<file path="src/rtl/mem_bus_pkg.sv">
// Shared types and default parameter values for the CPU-to-slave memory bus controller.
package mem_bus_pkg;

    localparam int DEF_DW       = 32;
    localparam int DEF_AW       = 16;
    localparam int DEF_SEL_BITS = 2;
    localparam int DEF_N_SLAVES = 3;
    localparam int DEF_TIMEOUT  = 15;

    typedef enum logic [1:0] {
        IDLE   = 2'd0,
        ACCESS = 2'd1,
        RESP   = 2'd2
    } state_t;

endpackage

</file>
<file path="src/rtl/mem_bus_decode.sv">
// Combinational address decoder: splits a virtual address into a region index,
// a one-hot channel select, a mapped/unmapped flag and the physical offset.
module mem_bus_decode
    import mem_bus_pkg::*;
#(
    parameter int AW       = DEF_AW,
    parameter int SEL_BITS = DEF_SEL_BITS,
    parameter int N_SLAVES = DEF_N_SLAVES
) (
    input  logic [AW-1:0]       addr,
    output logic [SEL_BITS-1:0] region,
    output logic [N_SLAVES-1:0] sel,
    output logic                valid,
    output logic [AW-1:0]       offset
);

    assign region = addr[AW-1 -: SEL_BITS];
    assign valid  = (int'(region) < N_SLAVES);
    assign offset = {{SEL_BITS{1'b0}}, addr[AW-SEL_BITS-1:0]};

    generate
        for (genvar gi = 0; gi < N_SLAVES; gi++) begin : g_sel
            assign sel[gi] = (region == SEL_BITS'(gi));
        end
    endgenerate

endmodule

</file>
<file path="src/rtl/mem_bus_ctrl.sv">
// Single-master memory bus controller: IDLE -> ACCESS -> RESP handshake towards
// N_SLAVES channels. Define MEM_BUS_TIMEOUT_EN to abort ACCESS after TIMEOUT cycles.
module mem_bus_ctrl
    import mem_bus_pkg::*;
#(
    parameter int DW       = DEF_DW,
    parameter int AW       = DEF_AW,
    parameter int SEL_BITS = DEF_SEL_BITS,
    parameter int N_SLAVES = DEF_N_SLAVES,
    parameter int TIMEOUT  = DEF_TIMEOUT
) (
    input  logic                   clk,
    input  logic                   rst_n,
    input  logic                   req,
    input  logic                   we,
    input  logic [AW-1:0]          addr,
    input  logic [DW-1:0]          wdata,
    output logic [DW-1:0]          rdata,
    output logic                   ready,
    output logic                   err,
    output logic [N_SLAVES-1:0]    s_sel,
    output logic [AW-1:0]          s_addr,
    output logic [DW-1:0]          s_wdata,
    output logic                   s_we,
    input  logic [N_SLAVES*DW-1:0] s_rdata,
    input  logic [N_SLAVES-1:0]    s_ready
);

    if (N_SLAVES < 1 || N_SLAVES > 2**SEL_BITS || TIMEOUT < 1) begin : g_bad_params
        $error("mem_bus_ctrl: illegal N_SLAVES/SEL_BITS/TIMEOUT combination");
    end

    state_t                state_reg, state_next;
    logic [N_SLAVES-1:0]   sel_reg;
    logic [AW-1:0]         addr_reg;
    logic [DW-1:0]         wdata_reg;
    logic [DW-1:0]         rdata_reg;
    logic                  we_reg;
    logic                  err_reg;

    logic [SEL_BITS-1:0]   dec_region;
    logic [N_SLAVES-1:0]   dec_sel;
    logic                  dec_valid;
    logic [AW-1:0]         dec_offset;
    logic                  sel_ready;
    logic [DW-1:0]         sel_rdata;
    logic                  tmo_hit;

    mem_bus_decode #(
        .AW       (AW),
        .SEL_BITS (SEL_BITS),
        .N_SLAVES (N_SLAVES)
    ) u_decode (
        .addr   (addr),
        .region (dec_region),
        .sel    (dec_sel),
        .valid  (dec_valid),
        .offset (dec_offset)
    );

    // Only the latched channel can complete the access; other s_ready bits are masked off.
    assign sel_ready = |(s_ready & sel_reg);

    always_comb begin
        sel_rdata = '0;
        for (int i = 0; i < N_SLAVES; i++) begin
            if (sel_reg[i]) sel_rdata = sel_rdata | s_rdata[i*DW +: DW];
        end
    end

`ifdef MEM_BUS_TIMEOUT_EN
    localparam int CW = $clog2(TIMEOUT + 1);
    logic [CW-1:0] tmo_cnt_reg;

    // Holds the number of ACCESS cycles already completed; hit on the TIMEOUT-th one.
    always_ff @(posedge clk or negedge rst_n) begin
        if (!rst_n)
            tmo_cnt_reg <= '0;
        else if (state_reg == ACCESS && state_next == ACCESS)
            tmo_cnt_reg <= tmo_cnt_reg + 1'b1;
        else
            tmo_cnt_reg <= '0;
    end

    assign tmo_hit = (state_reg == ACCESS) && (tmo_cnt_reg == CW'(TIMEOUT - 1));
`else
    assign tmo_hit = 1'b0;
`endif

    always_comb begin
        state_next = state_reg;
        case (state_reg)
            IDLE:    if (req) state_next = dec_valid ? ACCESS : RESP;
            ACCESS:  if (sel_ready || tmo_hit) state_next = RESP;
            RESP:    state_next = IDLE;
            default: state_next = IDLE;
        endcase
    end

    always_ff @(posedge clk or negedge rst_n) begin
        if (!rst_n) begin
            state_reg <= IDLE;
            sel_reg   <= '0;
            addr_reg  <= '0;
            wdata_reg <= '0;
            rdata_reg <= '0;
            we_reg    <= 1'b0;
            err_reg   <= 1'b0;
        end else begin
            state_reg <= state_next;
            case (state_reg)
                IDLE: if (req) begin
                    sel_reg   <= dec_sel;
                    addr_reg  <= dec_offset;
                    wdata_reg <= wdata;
                    we_reg    <= we;
                    err_reg   <= !dec_valid;
                    if (!dec_valid) rdata_reg <= '0;
                end
                // A completing slave wins over a simultaneous timeout.
                ACCESS: if (sel_ready) begin
                    err_reg <= 1'b0;
                    if (!we_reg) rdata_reg <= sel_rdata;
                end else if (tmo_hit) begin
                    err_reg   <= 1'b1;
                    rdata_reg <= '0;
                end
                default: ;
            endcase
        end
    end

    assign ready   = (state_reg == RESP);
    assign err     = (state_reg == RESP) && err_reg;
    assign rdata   = rdata_reg;
    assign s_sel   = (state_reg == ACCESS) ? sel_reg : '0;
    assign s_we    = (state_reg == ACCESS) && we_reg;
    assign s_addr  = addr_reg;
    assign s_wdata = wdata_reg;

endmodule

</file>
<file path="config.mk">
export PLATFORM = sky130hd
export DESIGN_NAME = mem_bus_ctrl
export DESIGN_NICKNAME = d
export VERILOG_FILES = /design/src/rtl/mem_bus_pkg.sv /design/src/rtl/mem_bus_decode.sv /design/src/rtl/mem_bus_ctrl.sv
export SDC_FILE = /design/constraint.sdc
export NUM_CORES = 1
export LEC_CHECK = 0
export ABC_AREA = 1
export BUFFER_PORTS_ARGS = -buffer_cell sky130_fd_sc_hd__buf_2
export CAP_MARGIN = 10
export CORE_ASPECT_RATIO = 1.75
export CORE_MARGIN = 2
export CORE_UTILIZATION = 48
export CTS_CLUSTER_DIAMETER = 30
export CTS_CLUSTER_SIZE = 25
export DETAILED_ROUTE_END_ITERATION = 7
export GPL_TIMING_DRIVEN = 0
export PLACE_DENSITY = 0.86
export SETUP_SLACK_MARGIN = 0.15
export SLEW_MARGIN = 20
export SYNTH_ARGS = -nofsm -noshare
export SYNTH_HDL_FRONTEND = slang
export SYNTH_SLANG_ARGS = --single-unit
</file>
<file path="constraint.sdc">
create_clock -name clk -period 2.07 [get_ports clk]
set_input_delay 0.3105 -clock clk [delete_from_list [all_inputs] [get_ports clk]]
set_output_delay 0.3105 -clock clk [all_outputs]
set_load 0.005 [all_outputs]
</file>
* Word-level counts from Yosys, hierarchy flattened
Index checks and enable logic that the tools add are counted. Widths: inputs -> output; s select.
Operators by class: magnitude comparators 1, equality and inequality tests 8, mux-type cells 16, bitwise operators 3, reduce and logical (&&, ||, !) cells 11
Operators by type and width (number):
- $mux 32 | 7
- $or 32x32->32 | 2
- $pmux 32 s2 | 1
- $ne 2x2->1 const B | 4
- $mux 2 | 3
- $reduce_and 5->1 | 1
- $eq 2x1->1 const B | 2
- $eq 2x2->1 const B | 2
- $logic_not 2->1 | 2
- $pmux 2 s2 | 1
- $reduce_and 2->1 | 2
- $and 3x3->3 | 1
- $mux 3 | 1
- $reduce_and 3->1 | 1
- $reduce_or 3->1 | 1
- $logic_and 1x1->1 | 2
- $lt 2x2->1 const B | 1
- $mux 1 | 2
- $pmux 1 s2 | 1
- $reduce_bool 2->1 | 1
- $logic_not 1->1 | 1
Word-level totals: flip-flop bits (word level) 85, bits of input ports 151, output and inout bits 86, word-level logic and storage cells 46

* Longest topological paths before layout
depth after elaboration 8, mapped depth 9, depth with buffers taken out 7

* Hierarchy
A second synthesis with hierarchy kept.
Unflattened totals: cell total of the unflattened synthesis 524, area, all modules 4396.7 µm²
By module, submodules not included:
- mem_bus_ctrl | times used 1, cells each 499, area each 4235.3 µm², seq. area each 2177.1 µm²
- mem_bus_decode | times used 1, cells each 25, area each 161.4 µm², seq. area each 0.0 µm²

* Least setup slack after synthesis
Ideal clock, no wire load.
kind register -> output, start point register state_reg[0], end point output s_sel[0], arrival 0.963 ns, required time 1.760 ns, path slack 0.797 ns, cell stages (with the launch flop) 7, buffers on the path 2, cell sequence dfrtp_1 buf_4 inv_2 nor2_4 buf_2 inv_1 nor2_1
On the way: longest elaborated chain between the ends 2
Ends and longest elaborated chain:
- start, declared | RTL line mem_bus_ctrl.sv:33 | state_t state_reg, state_next;
- start signal, assigned | RTL line mem_bus_ctrl.sv:110 | state_reg <= state_next;
- $eq 2x1->1 | RTL line mem_bus_ctrl.sv:136 | assign s_sel = (state_reg == ACCESS) ? sel_reg : '0;
- $mux 3 | RTL line mem_bus_ctrl.sv:136
- end, declared | RTL line mem_bus_ctrl.sv:21 | output logic [N_SLAVES-1:0] s_sel,
Every way passes these cells.

* Worst setup path after layout
start point register state_reg[0], end point output s_sel[2]
The elaborated chain is that of the path after synthesis.

==> flow_summary.toml <==
[outcome]
outcome = "finished clean"

[sta]
clock_skew_ns = 0.006196
hold_slack_ns = 0.1598
finalSetupViolCount = 0
tns_ns = 0
grt_setup_unrepaired = "false"
hold_viol_final = 0
min_period_ns = 1.790
max_freq_mhz = 558.7
finalCritPeriodShare_pct = 86.47
drv_slew = 0

[clocking]
cts-root-buf = "clkbuf_16"
cts_htree_levels = 3
cts_sinks = 85
clk_pin_slew_ns = 0.06
clk_path_buf_depth = 2
cts_tree = "done"
clock_latency_ns = 0.33
cts_buffers = 9

[synthesis]
synth_xor_area_share_pct = 0
syn_area_per_cell_um2 = 7.096
muxShareOfSynthArea_pct = 0
yosys.area_share.simple_pct = 39.89
synth_cell_types = 18
ys_seq_area_share_pct = 50.04
ys_ff_latch = 85
synth_cells = 599
synth_top_family_by_area = "simple AND/OR/NAND/NOR gates"
synth-compound-area-share_pct = 0.8831
syn_area_um2 = 4250
synth_top_area_cell = "dfrtp_1"
yosys_warnings = 0
ys_top_cells_by_area = "dfrtp_1, nand2_1, nand3_1, inv_1, buf_2"
synth_top_area_share_pct = 50.04
yosys.area_share.adder_pct = 0

[cells_and_area]
drive_gt1_share_pct = 34.70
antennaDiodeCount = 0
layout_common_cells = "nand2_1, buf_2, dfrtp_1"
final_common_cell = "nand2_1"
finalNetCount = 1000
layout-area-overhead-vs-synth_pct = 39.68

[placed_design]
gp_congestion = 0.8429
numPortBuffers = 234
hpwl_um = 9100

[global_routing]
use_met3_pct = 5.795
use_met1_pct = 29.83
grt_pass1_vias = 4257
grt_use_met2_pct = 42.47
grtUsageTotal_pct = 25.44
grt_start_max_net_pins = 60
busiest_layer = "met2"
antenna_found_initial = 0
grt_first_pass_wirelength_um = 19050
gr-total-overflow = 0

[power]
switching_share_pct = 40.78
clkPwrFrac_pct = 19.3
pwr-share-seq_pct = 32.9
p_int_mw = 5.050
p_switching_mw = 3.477
peakVddDrop_v = 0.0008417
p_leak_nw = 3.831
power_density_nw_per_um2 = 1436
power_frac_comb_pct = 47.7

[floorplanning]
start_util_pct = 49.34
core_um2 = 8615
pin_count = 237
die_h_um = 128.5
dieArea_um2 = 9654
rows = 45
die_w_um = 75.14

[critical_path]
crit_start = "state_reg[0]"
worstReg2RegStart = "state_reg[0]"
critPathCaptureType = "primary output"
reg2reg_slack_ns = 0.64
worstPathRequired_ns = 1.76
criticalPathCategory = "reg -> out"
endpoint = "s_sel[2]"
critPathLaunchType = "register"
path_max_fanout = 10
r2r_end = "rdata[12]"
worst-r2r-cell-count = 8
cp_data_arrival_time_ns = 1.48

[detailed_routing]
viasPerCell = 4.669
drt_iter0_markers = 163
drc = 0
num_vias = 4529
wl_per_cell_um = 12.21
firstDrtPassIters = 4
ant_nets = 0
wl_um = 11850

[run]
maxCapViolCount = 0

[hold_path]
hold_class = "in -> reg"
==> metal layers <==
layer  vias to the layer above  share of wire, %
li1                       2314                 -
met3                        32               6.3
met5                         -                 0
met2                       156                51
met4                         0               3.6
met1                      2027                39
==> cell families after synthesis <==
family,Yosys count
other,1
AND/OR/NAND/NOR,422
buffers and inverters,84
AO/OA/AOI/OAI,7
flip-flops,85
==> per-stage QoR <==
step | setup slack, ns | cell area, µm² | std cells | utilization, % | total power [mW]
6_report | 0.2801 | 5937 | 970 | 68.92 | 8.527
5_1_grt | 0.1644 | 5937 | 970 | 68.92 | 9.298
4_1_cts | 0.1835 | 5922 | 968 | 68.74 | 8.567
3_5_place_dp | 0.5062 | 5602 | 952 | 65.03 | 6.881
3_3_place_gp | -0.001940 | 5572 | 951 | 64.68 | 6.785
2_1_floorplan | 0.7969 | 4254 | 600 | - | 5.260
==> worst max-delay path: stages, from the launching register on <==
cell and delay (ns):
dfrtp_1 0.33, buf_4 0.15, inv_2 0.05, nor2_4 0.13, buf_4 0.18, inv_1 0.08, nor2_1 0.10, buf_2 0.12
==> cell type report <==
cell class	instances	area, µm²
Multi-Input combinational cell	431	1740
Clock inverter	4	55.05
Fill cell	775	2678
Timing Repair Buffer	238	1226
Clock buffer	11	252.7
Buffer	37	212.7
Sequential cell	85	2127
Inverter	47	176.4
Tap cell	117	146.4
==> synth_stat cells <==
cell / instances
nor2_4: 2
inv_2: 5
nand2_1: 342
buf_2: 30
conb_1: 1
nand3_2: 1
nand3_1: 69
buf_6: 3
nor3_1: 1
inv_1: 42
o21ai_0: 5
o21a_1: 1
nor2_1: 6
nand4_1: 1
buf_4: 3
o21ai_1: 1
dfrtp_1: 85
clkbuf_1: 1
==> worst min-delay path by stage <==
stage                  endpoint  slack [ns]  startpoint  depth (start not counted)
floorplan               err_reg        0.01       rst_n                          0
global placement      rdata[28]        0.45   rdata[28]                          2
detailed placement    s_addr[7]        0.25       rst_n                          1
CTS                 s_wdata[31]        0.15   wdata[31]                          3
global route        s_wdata[26]        0.16   wdata[26]                          3
finish              s_wdata[30]        0.16   wdata[30]                          3
==> repair_timing <==
| item | 4_1_cts | 5_1_grt |
|---|---|---|
| setup buffers | 0 | 2 |
| hold buffers | 1 | 0 |
| resized for setup | 1 | 0 |
| endpoints found under the setup margin | 3 | 3 |
| endpoints found under the hold margin | 26 | 0 |
| pin swaps | 0 | 1 |
==> power by group through the flow <==
stage	registers [mW]	clock network, mW	logic (mW)
after floorplan	2.89	0	2.37
after global placement	2.81	0	3.98
after detailed placement	2.82	0	4.06
after CTS	2.80	1.67	4.09
after global routing	2.89	1.74	4.66
final	2.81	1.65	4.07
Note: power is estimated with default switching activity, not from simulation.
